## src/rtl/eq_band_mixer_if.sv

```systemverilog
// eq_band_mixer_if
//   Groups the band-sample handshake and the mixed-audio result bus of the
//   stereo band mixer.
//   Signals (master = producer of band samples, slave = mixer):
//     vld                    one-cycle pulse, new band samples present
//     band_lft / band_rght   NUM_BANDS packed signed samples, band k at [k*DATA_W +: DATA_W]
//     pot                    NUM_BANDS packed unsigned pots, band k at [k*POT_W +: POT_W]
//     volume                 unsigned master volume
//     busy                   mixing in progress
//     out_vld                one-cycle strobe, aud_out_* / clip_* freshly updated
//     aud_out_lft/rght       signed mixed output, held between strobes
//     clip_lft/rght          saturation seen somewhere in this sample
//     overrun                one-cycle pulse, a vld arrived while busy and was dropped
interface eq_band_mixer_if #(
    parameter int NUM_BANDS = 5,
    parameter int DATA_W    = 16,
    parameter int POT_W     = 12
);
    logic                          vld;
    logic [NUM_BANDS*DATA_W-1:0]   band_lft;
    logic [NUM_BANDS*DATA_W-1:0]   band_rght;
    logic [NUM_BANDS*POT_W-1:0]    pot;
    logic [POT_W-1:0]              volume;
    logic                          busy;
    logic                          out_vld;
    logic signed [DATA_W-1:0]      aud_out_lft;
    logic signed [DATA_W-1:0]      aud_out_rght;
    logic                          clip_lft;
    logic                          clip_rght;
    logic                          overrun;

    modport master (
        output vld, band_lft, band_rght, pot, volume,
        input  busy, out_vld, aud_out_lft, aud_out_rght, clip_lft, clip_rght, overrun
    );

    modport slave (
        input  vld, band_lft, band_rght, pot, volume,
        output busy, out_vld, aud_out_lft, aud_out_rght, clip_lft, clip_rght, overrun
    );
endinterface

```

## src/rtl/eq_band_mixer.sv

```systemverilog
// eq_band_mixer
//   Stereo band mixer: squares each band pot into a gain, scales and sums the
//   bands with saturation, then applies master volume. One multiplier per
//   channel is shared across all bands and the volume step; a separate
//   squarer forms the next band gain one cycle ahead of its use.
//   Ports:
//     clk     system clock, rising edge
//     rst_n   asynchronous active-low reset
//     mix_if  slave side of eq_band_mixer_if (band samples in, audio out)
module eq_band_mixer #(
    parameter int NUM_BANDS = 5,
    parameter int DATA_W    = 16,
    parameter int POT_W     = 12
) (
    input  logic             clk,
    input  logic             rst_n,
    eq_band_mixer_if.slave   mix_if
);
    localparam int IDX_W = $clog2(NUM_BANDS);
    localparam int ACC_W = DATA_W + $clog2(NUM_BANDS) + 1;
    // Shared multiplier width: signed DATA_W operand times {0,POT_W} operand.
    localparam int TP_W  = DATA_W + POT_W + 1;
    localparam logic [IDX_W-1:0] LAST_IDX = IDX_W'(NUM_BANDS - 1);

    typedef enum logic [2:0] {IDLE, GAIN, MAC, VOL, DONE} state_t;

    state_t                    state_q, state_d;
    logic [IDX_W-1:0]          idx_q, idx_d;

    logic signed [DATA_W-1:0]  band_l_in [NUM_BANDS];
    logic signed [DATA_W-1:0]  band_r_in [NUM_BANDS];
    logic [POT_W-1:0]          pot_in    [NUM_BANDS];
    logic signed [DATA_W-1:0]  band_l_q  [NUM_BANDS];
    logic signed [DATA_W-1:0]  band_r_q  [NUM_BANDS];
    logic [POT_W-1:0]          pot_q     [NUM_BANDS];
    logic [POT_W-1:0]          vol_q;

    logic [POT_W-1:0]          gain_q;
    logic signed [ACC_W-1:0]   acc_l_q, acc_r_q;
    logic                      clip_l_q, clip_r_q;
    logic signed [DATA_W-1:0]  y_l_q, y_r_q;

    logic signed [DATA_W-1:0]  aud_l_q, aud_r_q;
    logic                      clip_out_l_q, clip_out_r_q;
    logic                      out_vld_q, overrun_q;

    logic                      busy, capture, load_gain;
    logic [IDX_W-1:0]          gain_idx;
    logic [2*POT_W-1:0]        pot_ext, pot_sq;
    logic [POT_W-1:0]          gain_next;
    logic [DATA_W:0]           term_l_sat, term_r_sat, sum_l_sat, sum_r_sat;
    logic signed [TP_W-1:0]    mul_a_l, mul_a_r, mul_b, prod_l, prod_r;
    logic signed [ACC_W-1:0]   term_l, term_r;
    logic signed [DATA_W-1:0]  y_l, y_r;

    // Saturate an ACC_W value to DATA_W. Returns {clip, value}: in range when
    // every bit from the DATA_W sign bit upward agrees.
    function automatic logic [DATA_W:0] sat_acc(input logic signed [ACC_W-1:0] x);
        logic [DATA_W:0] r;
        if ((&x[ACC_W-1:DATA_W-1]) || !(|x[ACC_W-1:DATA_W-1])) begin
            r = {1'b0, x[DATA_W-1:0]};
        end else if (x[ACC_W-1]) begin
            r = {1'b1, 1'b1, {(DATA_W-1){1'b0}}};
        end else begin
            r = {1'b1, 1'b0, {(DATA_W-1){1'b1}}};
        end
        return r;
    endfunction

    // Unpack the flat input buses into per-band arrays.
    for (genvar gi = 0; gi < NUM_BANDS; gi++) begin : g_unpack
        assign band_l_in[gi] = mix_if.band_lft[gi*DATA_W +: DATA_W];
        assign band_r_in[gi] = mix_if.band_rght[gi*DATA_W +: DATA_W];
        assign pot_in[gi]    = mix_if.pot[gi*POT_W +: POT_W];
    end

    assign busy    = (state_q == GAIN) || (state_q == MAC) || (state_q == VOL);
    assign capture = mix_if.vld && ((state_q == IDLE) || (state_q == DONE));

    // ---------------- FSM ----------------
    always_ff @(posedge clk or negedge rst_n) begin
        if (!rst_n) begin
            state_q <= IDLE;
            idx_q   <= '0;
        end else begin
            state_q <= state_d;
            idx_q   <= idx_d;
        end
    end

    always_comb begin
        state_d = state_q;
        idx_d   = idx_q;
        case (state_q)
            IDLE: begin
                if (mix_if.vld) begin
                    state_d = GAIN;
                    idx_d   = '0;
                end
            end
            GAIN: state_d = MAC;
            MAC: begin
                if (idx_q == LAST_IDX) begin
                    state_d = VOL;
                end else begin
                    idx_d = idx_q + IDX_W'(1);
                end
            end
            VOL:  state_d = DONE;
            DONE: begin
                if (mix_if.vld) begin
                    state_d = GAIN;
                    idx_d   = '0;
                end else begin
                    state_d = IDLE;
                end
            end
            default: begin
                state_d = IDLE;
                idx_d   = '0;
            end
        endcase
    end

    // ---------------- gain squarer ----------------
    // The gain for band idx+1 is formed while band idx is being accumulated,
    // so the squarer and the band multiplier never chain in one cycle.
    assign load_gain = (state_q == GAIN) || ((state_q == MAC) && (idx_q != LAST_IDX));
    assign gain_idx  = ((state_q == MAC) && (idx_q != LAST_IDX)) ? idx_q + IDX_W'(1) : '0;
    assign pot_ext   = {{POT_W{1'b0}}, pot_q[gain_idx]};
    assign pot_sq    = pot_ext * pot_ext;
    assign gain_next = POT_W'(pot_sq >> POT_W);

    // ---------------- shared multipliers ----------------
    // MAC: band * {0,gain}; VOL: saturated sum * {0,volume}.
    assign sum_l_sat = sat_acc(acc_l_q);
    assign sum_r_sat = sat_acc(acc_r_q);

    always_comb begin
        if (state_q == VOL) begin
            mul_a_l = {{(TP_W-DATA_W){sum_l_sat[DATA_W-1]}}, sum_l_sat[DATA_W-1:0]};
            mul_a_r = {{(TP_W-DATA_W){sum_r_sat[DATA_W-1]}}, sum_r_sat[DATA_W-1:0]};
            mul_b   = {{(TP_W-POT_W){1'b0}}, vol_q};
        end else begin
            mul_a_l = {{(TP_W-DATA_W){band_l_q[idx_q][DATA_W-1]}}, band_l_q[idx_q]};
            mul_a_r = {{(TP_W-DATA_W){band_r_q[idx_q][DATA_W-1]}}, band_r_q[idx_q]};
            mul_b   = {{(TP_W-POT_W){1'b0}}, gain_q};
        end
    end

    assign prod_l = mul_a_l * mul_b;
    assign prod_r = mul_a_r * mul_b;

    // A gain of 2^(POT_W-1) is unity, hence the POT_W-1 shift for band terms.
    // The shifted term always fits ACC_W, so the truncation is exact.
    assign term_l     = ACC_W'(prod_l >>> (POT_W - 1));
    assign term_r     = ACC_W'(prod_r >>> (POT_W - 1));
    assign term_l_sat = sat_acc(term_l);
    assign term_r_sat = sat_acc(term_r);

    // Volume never increases magnitude, so y fits DATA_W without saturation.
    assign y_l = DATA_W'(prod_l >>> POT_W);
    assign y_r = DATA_W'(prod_r >>> POT_W);

    // ---------------- datapath ----------------
    always_ff @(posedge clk or negedge rst_n) begin
        if (!rst_n) begin
            band_l_q     <= '{default: '0};
            band_r_q     <= '{default: '0};
            pot_q        <= '{default: '0};
            vol_q        <= '0;
            gain_q       <= '0;
            acc_l_q      <= '0;
            acc_r_q      <= '0;
            clip_l_q     <= 1'b0;
            clip_r_q     <= 1'b0;
            y_l_q        <= '0;
            y_r_q        <= '0;
            aud_l_q      <= '0;
            aud_r_q      <= '0;
            clip_out_l_q <= 1'b0;
            clip_out_r_q <= 1'b0;
            out_vld_q    <= 1'b0;
            overrun_q    <= 1'b0;
        end else begin
            overrun_q <= mix_if.vld && busy;
            out_vld_q <= (state_q == DONE);

            if (state_q == DONE) begin
                aud_l_q      <= y_l_q;
                aud_r_q      <= y_r_q;
                clip_out_l_q <= clip_l_q;
                clip_out_r_q <= clip_r_q;
            end

            if (capture) begin
                band_l_q <= band_l_in;
                band_r_q <= band_r_in;
                pot_q    <= pot_in;
                vol_q    <= mix_if.volume;
                acc_l_q  <= '0;
                acc_r_q  <= '0;
                clip_l_q <= 1'b0;
                clip_r_q <= 1'b0;
            end else if (state_q == MAC) begin
                acc_l_q  <= acc_l_q + {{(ACC_W-DATA_W){term_l_sat[DATA_W-1]}}, term_l_sat[DATA_W-1:0]};
                acc_r_q  <= acc_r_q + {{(ACC_W-DATA_W){term_r_sat[DATA_W-1]}}, term_r_sat[DATA_W-1:0]};
                clip_l_q <= clip_l_q | term_l_sat[DATA_W];
                clip_r_q <= clip_r_q | term_r_sat[DATA_W];
            end else if (state_q == VOL) begin
                y_l_q    <= y_l;
                y_r_q    <= y_r;
                clip_l_q <= clip_l_q | sum_l_sat[DATA_W];
                clip_r_q <= clip_r_q | sum_r_sat[DATA_W];
            end

            if (load_gain) begin
                gain_q <= gain_next;
            end
        end
    end

    assign mix_if.busy         = busy;
    assign mix_if.out_vld      = out_vld_q;
    assign mix_if.aud_out_lft  = aud_l_q;
    assign mix_if.aud_out_rght = aud_r_q;
    assign mix_if.clip_lft     = clip_out_l_q;
    assign mix_if.clip_rght    = clip_out_r_q;
    assign mix_if.overrun      = overrun_q;
endmodule

```

## src/flat_wrapper.sv

```systemverilog
// flat-port wrapper written by rule: the top's interface ports become plain ports
module eq_band_mixer_flat 
#(
    parameter int NUM_BANDS = 5,
    parameter int DATA_W    = 16,
    parameter int POT_W     = 12
)
  (clk, rst_n, mix_if_vld, mix_if_band_lft, mix_if_band_rght, mix_if_pot, mix_if_volume, mix_if_busy, mix_if_out_vld, mix_if_aud_out_lft, mix_if_aud_out_rght, mix_if_clip_lft, mix_if_clip_rght, mix_if_overrun);
  eq_band_mixer_if #(.NUM_BANDS(NUM_BANDS), .DATA_W(DATA_W), .POT_W(POT_W)) mix_if_i ();
  input  logic clk;
  input  logic rst_n;
  input wire logic [$bits(mix_if_i.vld)-1:0] mix_if_vld;
  input wire logic [$bits(mix_if_i.band_lft)-1:0] mix_if_band_lft;
  input wire logic [$bits(mix_if_i.band_rght)-1:0] mix_if_band_rght;
  input wire logic [$bits(mix_if_i.pot)-1:0] mix_if_pot;
  input wire logic [$bits(mix_if_i.volume)-1:0] mix_if_volume;
  output wire logic [$bits(mix_if_i.busy)-1:0] mix_if_busy;
  output wire logic [$bits(mix_if_i.out_vld)-1:0] mix_if_out_vld;
  output wire logic [$bits(mix_if_i.aud_out_lft)-1:0] mix_if_aud_out_lft;
  output wire logic [$bits(mix_if_i.aud_out_rght)-1:0] mix_if_aud_out_rght;
  output wire logic [$bits(mix_if_i.clip_lft)-1:0] mix_if_clip_lft;
  output wire logic [$bits(mix_if_i.clip_rght)-1:0] mix_if_clip_rght;
  output wire logic [$bits(mix_if_i.overrun)-1:0] mix_if_overrun;
  assign mix_if_i.vld = mix_if_vld;
  assign mix_if_i.band_lft = mix_if_band_lft;
  assign mix_if_i.band_rght = mix_if_band_rght;
  assign mix_if_i.pot = mix_if_pot;
  assign mix_if_i.volume = mix_if_volume;
  assign mix_if_busy = mix_if_i.busy;
  assign mix_if_out_vld = mix_if_i.out_vld;
  assign mix_if_aud_out_lft = mix_if_i.aud_out_lft;
  assign mix_if_aud_out_rght = mix_if_i.aud_out_rght;
  assign mix_if_clip_lft = mix_if_i.clip_lft;
  assign mix_if_clip_rght = mix_if_i.clip_rght;
  assign mix_if_overrun = mix_if_i.overrun;
  eq_band_mixer #(.NUM_BANDS(NUM_BANDS), .DATA_W(DATA_W), .POT_W(POT_W)) u_core (.clk(clk), .rst_n(rst_n), .mix_if(mix_if_i));
endmodule
```

## config.mk

```make
export PLATFORM = sky130hd
export DESIGN_NAME = eq_band_mixer_flat
export DESIGN_NICKNAME = d
export VERILOG_FILES = /design/src/rtl/eq_band_mixer_if.sv /design/src/rtl/eq_band_mixer.sv /design/src/flat_wrapper.sv
export SDC_FILE = /design/constraint.sdc
export NUM_CORES = 2
export LEC_CHECK = 0
export BUFFER_PORTS_ARGS = -buffer_cell sky130_fd_sc_hd__buf_4
export CORE_ASPECT_RATIO = 0.75
export CORE_UTILIZATION = 50
export CTS_CLUSTER_SIZE = 28
export DETAILED_ROUTE_END_ITERATION = 8
export PLACE_DENSITY = 0.65
export SYNTH_ARGS = -nofsm -noshare
export SYNTH_HDL_FRONTEND = slang
export SYNTH_SLANG_ARGS = --single-unit
export TNS_END_PERCENT = 30
```

## constraint.sdc

```tcl
create_clock -name clk -period 20.3 [get_ports clk]
set_clock_uncertainty 0.05 [all_clocks]
set_input_delay 2.03 -clock clk [delete_from_list [all_inputs] [get_ports clk]]
set_output_delay 2.03 -clock clk [all_outputs]
set_load 0.05 [all_outputs]
```

==> flow_summary.json <==
{
  "nets": 4542,
  "hold_path_class": "flip-flop to flip-flop",
  "cts.hold.buffers_added": 0,
  "n_fill_cell": 5917,
  "drt_first_pass_iters": 5,
  "ant_nets": 0,
  "finalMaxSlewViolations": 0,
  "crit_arrival_ps": 12570,
  "synth_top_family_by_area": "adder cells",
  "fin_ws_ps": 8090,
  "hold_viol": 0,
  "synth_seq_cells": 360,
  "fmax_mhz": 81.9,
  "fp.dieArea_mm2": 0.0700,
  "synth-edff-count": 0,
  "clockBufferDepth": 3,
  "worst_slew_pin_slew_ps": 1130,
  "rsz0062_at_grt": "no",
  "place_area_mm2": 0.0375,
  "syn_area_mm2": 0.0345,
  "place_ws_ps": 8220,
  "io-pin-count": 272,
  "cap_viol_max_count": 0,
  "start_kind": "flip-flop",
  "antenna_found_initial": 5,
  "slew_headroom_pct": 24.7,
  "design_area_mm2": 0.0388,
  "required_ps": 20660,
  "tns_ps": 0,
  "critPathMaxStageDelay_ps": 810,
  "path_clk_slew_ps": 60,
  "synth_nets": 4322,
  "portBuffers": 271,
  "die_w_um": 305,
  "cts_tree": "done",
  "crit_type": "flip-flop to flip-flop",
  "cts.sinks": 360,
  "layoutNonFillerInstCount": 4565,
  "worst_setup_path_end_kind": "flip-flop",
  "overflow": 0,
  "syn_to_final_growth_pct": 12.7,
  "cts_made_buffers": 39,
  "grt_pass1_wl_um": 145000,
  "cts_setup_buffers": 0,
  "grt_pass1_vias": 25733,
  "synth_seq_area_share_pct": 26.1,
  "post-route-min-period_ps": 12210,
  "async_reset_ff_share_pct": 100,
  "cp_slowest_cell": "clkinv_4",
  "coreArea_mm2": 0.0675,
  "die_h_um": 229,
  "cts-root-buf": "clkbuf_16",
  "vias": 24784,
  "initial_core_util_pct": 51.1,
  "clk_latency_ps": 590,
  "yosys.cell_types.count": 78,
  "wl_um": 89000,
  "final_cell_mix": "inv_1 (594), fa_1 (433), dfrtp_1 (359), nand2_1 (345), buf_4 (311)",
  "final_common_cell": "inv_1",
  "synth_xor_area_share_pct": 2.18,
  "gp_congestion": 0.924,
  "setup_violations": 0,
  "post_drt_wl_per_cell_um": 19.5,
  "drtIter0Drc": 1726,
  "worstPathMaxFanout": 87,
  "drcViolationCount": 0,
  "htreeDepth": 2,
  "synthMuxAreaShare_pct": 11.6,
  "synth_adder_area_share_pct": 33.3,
  "dpl.cell_count": 4491,
  "grt_max_degree": 172,
  "synth_flop_cell": "dfrtp_1",
  "status": "completed",
  "cts-resized-gates": 0,
  "drive_gt1_share_pct": 20.4,
  "yosys_warnings": 0,
  "vias_per_cell": 5.43,
  "postSynthAreaPerCell_um2": 10.1,
  "dp_hpwl_um": 69800,
  "synth-compound-area-share_pct": 8.82,
  "synthCells": 3430,
  "track_usage_pct": 26.4,
  "min_period_over_period_pct": 60.2,
  "row_count": 82,
  "synthSimpleGateAreaFrac_pct": 9.92
}
synthesized netlist by cell type (all sizes together), types with 34 or more instances:
cell / number / area [um2]
mux2: 270 / 3040
nand2: 345 / 1290
inv: 596 / 2240
o21a: 45 / 338
xnor2: 52 / 455
dfrtp: 360 / 9010
clkbuf: 106 / 398
ha: 224 / 2800
xor2: 34 / 298
a21o: 40 / 300
or2: 34 / 213
o21ai: 150 / 754
fa: 433 / 8670
nor2: 284 / 1070
a21oi: 101 / 547
routing by layer:
layer	GRT usage (%)	part of all wire, %	wire, um
met2	40.8	45	40100
met4	9.61	3.6	3190
met5	0	0	0
met1	37.7	45	40000
met3	4.17	6.4	5710
worst max-delay path: cells and delay by family, from the launching register on:
family,cells,cell delay (ps)
buffers and inverters,5,1690
AND/OR/NAND/NOR,10,1490
flip-flops,1,500
AO/OA/AOI/OAI,19,5420
adder cells (fa/ha/maj),7,2760
cell families after synthesis:
| kind of cell | after synthesis |
|---|---|
| multiplexers | 330 |
| adder cells (fa/ha/maj) | 657 |
| flip-flops | 360 |
| buffers and inverters | 732 |
| AND/OR/NAND/NOR | 801 |
| XOR/XNOR | 86 |
| AO/OA/AOI/OAI | 464 |
worst paths after layout:
| kind | from | endpoint | slack [ps] | cells past startpoint |
|---|---|---|---|---|
| setup reg to reg | u_core.state_q[2] | u_core.acc_r_q[19] | 8090 | 41 |
| hold reg to reg | u_core.y_l_q[14] | u_core.y_l_q[14] | 430 | 2 |
| setup / recovery | u_core.state_q[2] | u_core.acc_r_q[19] | 8090 | 41 |
| max in group asynchronous | rst_n | u_core.idx_q[0] | 16750 | 3 |
| min in group asynchronous | rst_n | u_core.band_l_q[77] | 1320 | 1 |
| hold / removal | u_core.y_l_q[14] | u_core.y_l_q[14] | 430 | 2 |
final cells by class:
type                    count  area, um2  area share (%)
clock inverters            20        273           0.702
clock buffers              49       1060            2.74
well taps                 882       1100            2.84
repair buffers            314       2390            6.15
diodes                      5       12.5          0.0322
flip-flops and latches    360       9010            23.2
multi-input cells        2338      22700            58.6
inverters                 597       2250            5.78
stage by stage:
stage	hold WS (ps)	util (%)
CTS	433	57.5
detailed placement	418	55.5
global route	461	57.5
finish	428	57.5
global placement	407	55.5
floorplan	390	-
flip-flops by register name, summed over array words and instances, names as in the netlist:
name                        cells
u_core.y_r_q                   16
u_core.state_q                  3
u_core.mix_if.aud_out_lft      16
u_core.band_r_q                80
u_core.mix_if.clip_lft          1
u_core.gain_q                  12
u_core.pot_q                   60
u_core.acc_l_q                 20
u_core.mix_if.clip_rght         1
u_core.vol_q                   12
u_core.mix_if.out_vld           1
u_core.mix_if.aud_out_rght     16
u_core.clip_l_q                 1
u_core.y_l_q                   16
u_core.clip_r_q                 1
u_core.band_l_q                80
u_core.idx_q                    3
u_core.acc_r_q                 20
u_core.mix_if.overrun           1
Power is left out: the tool's default activity adds up to more than one toggle a clock period on the data nets, which glitch-free logic cannot reach.
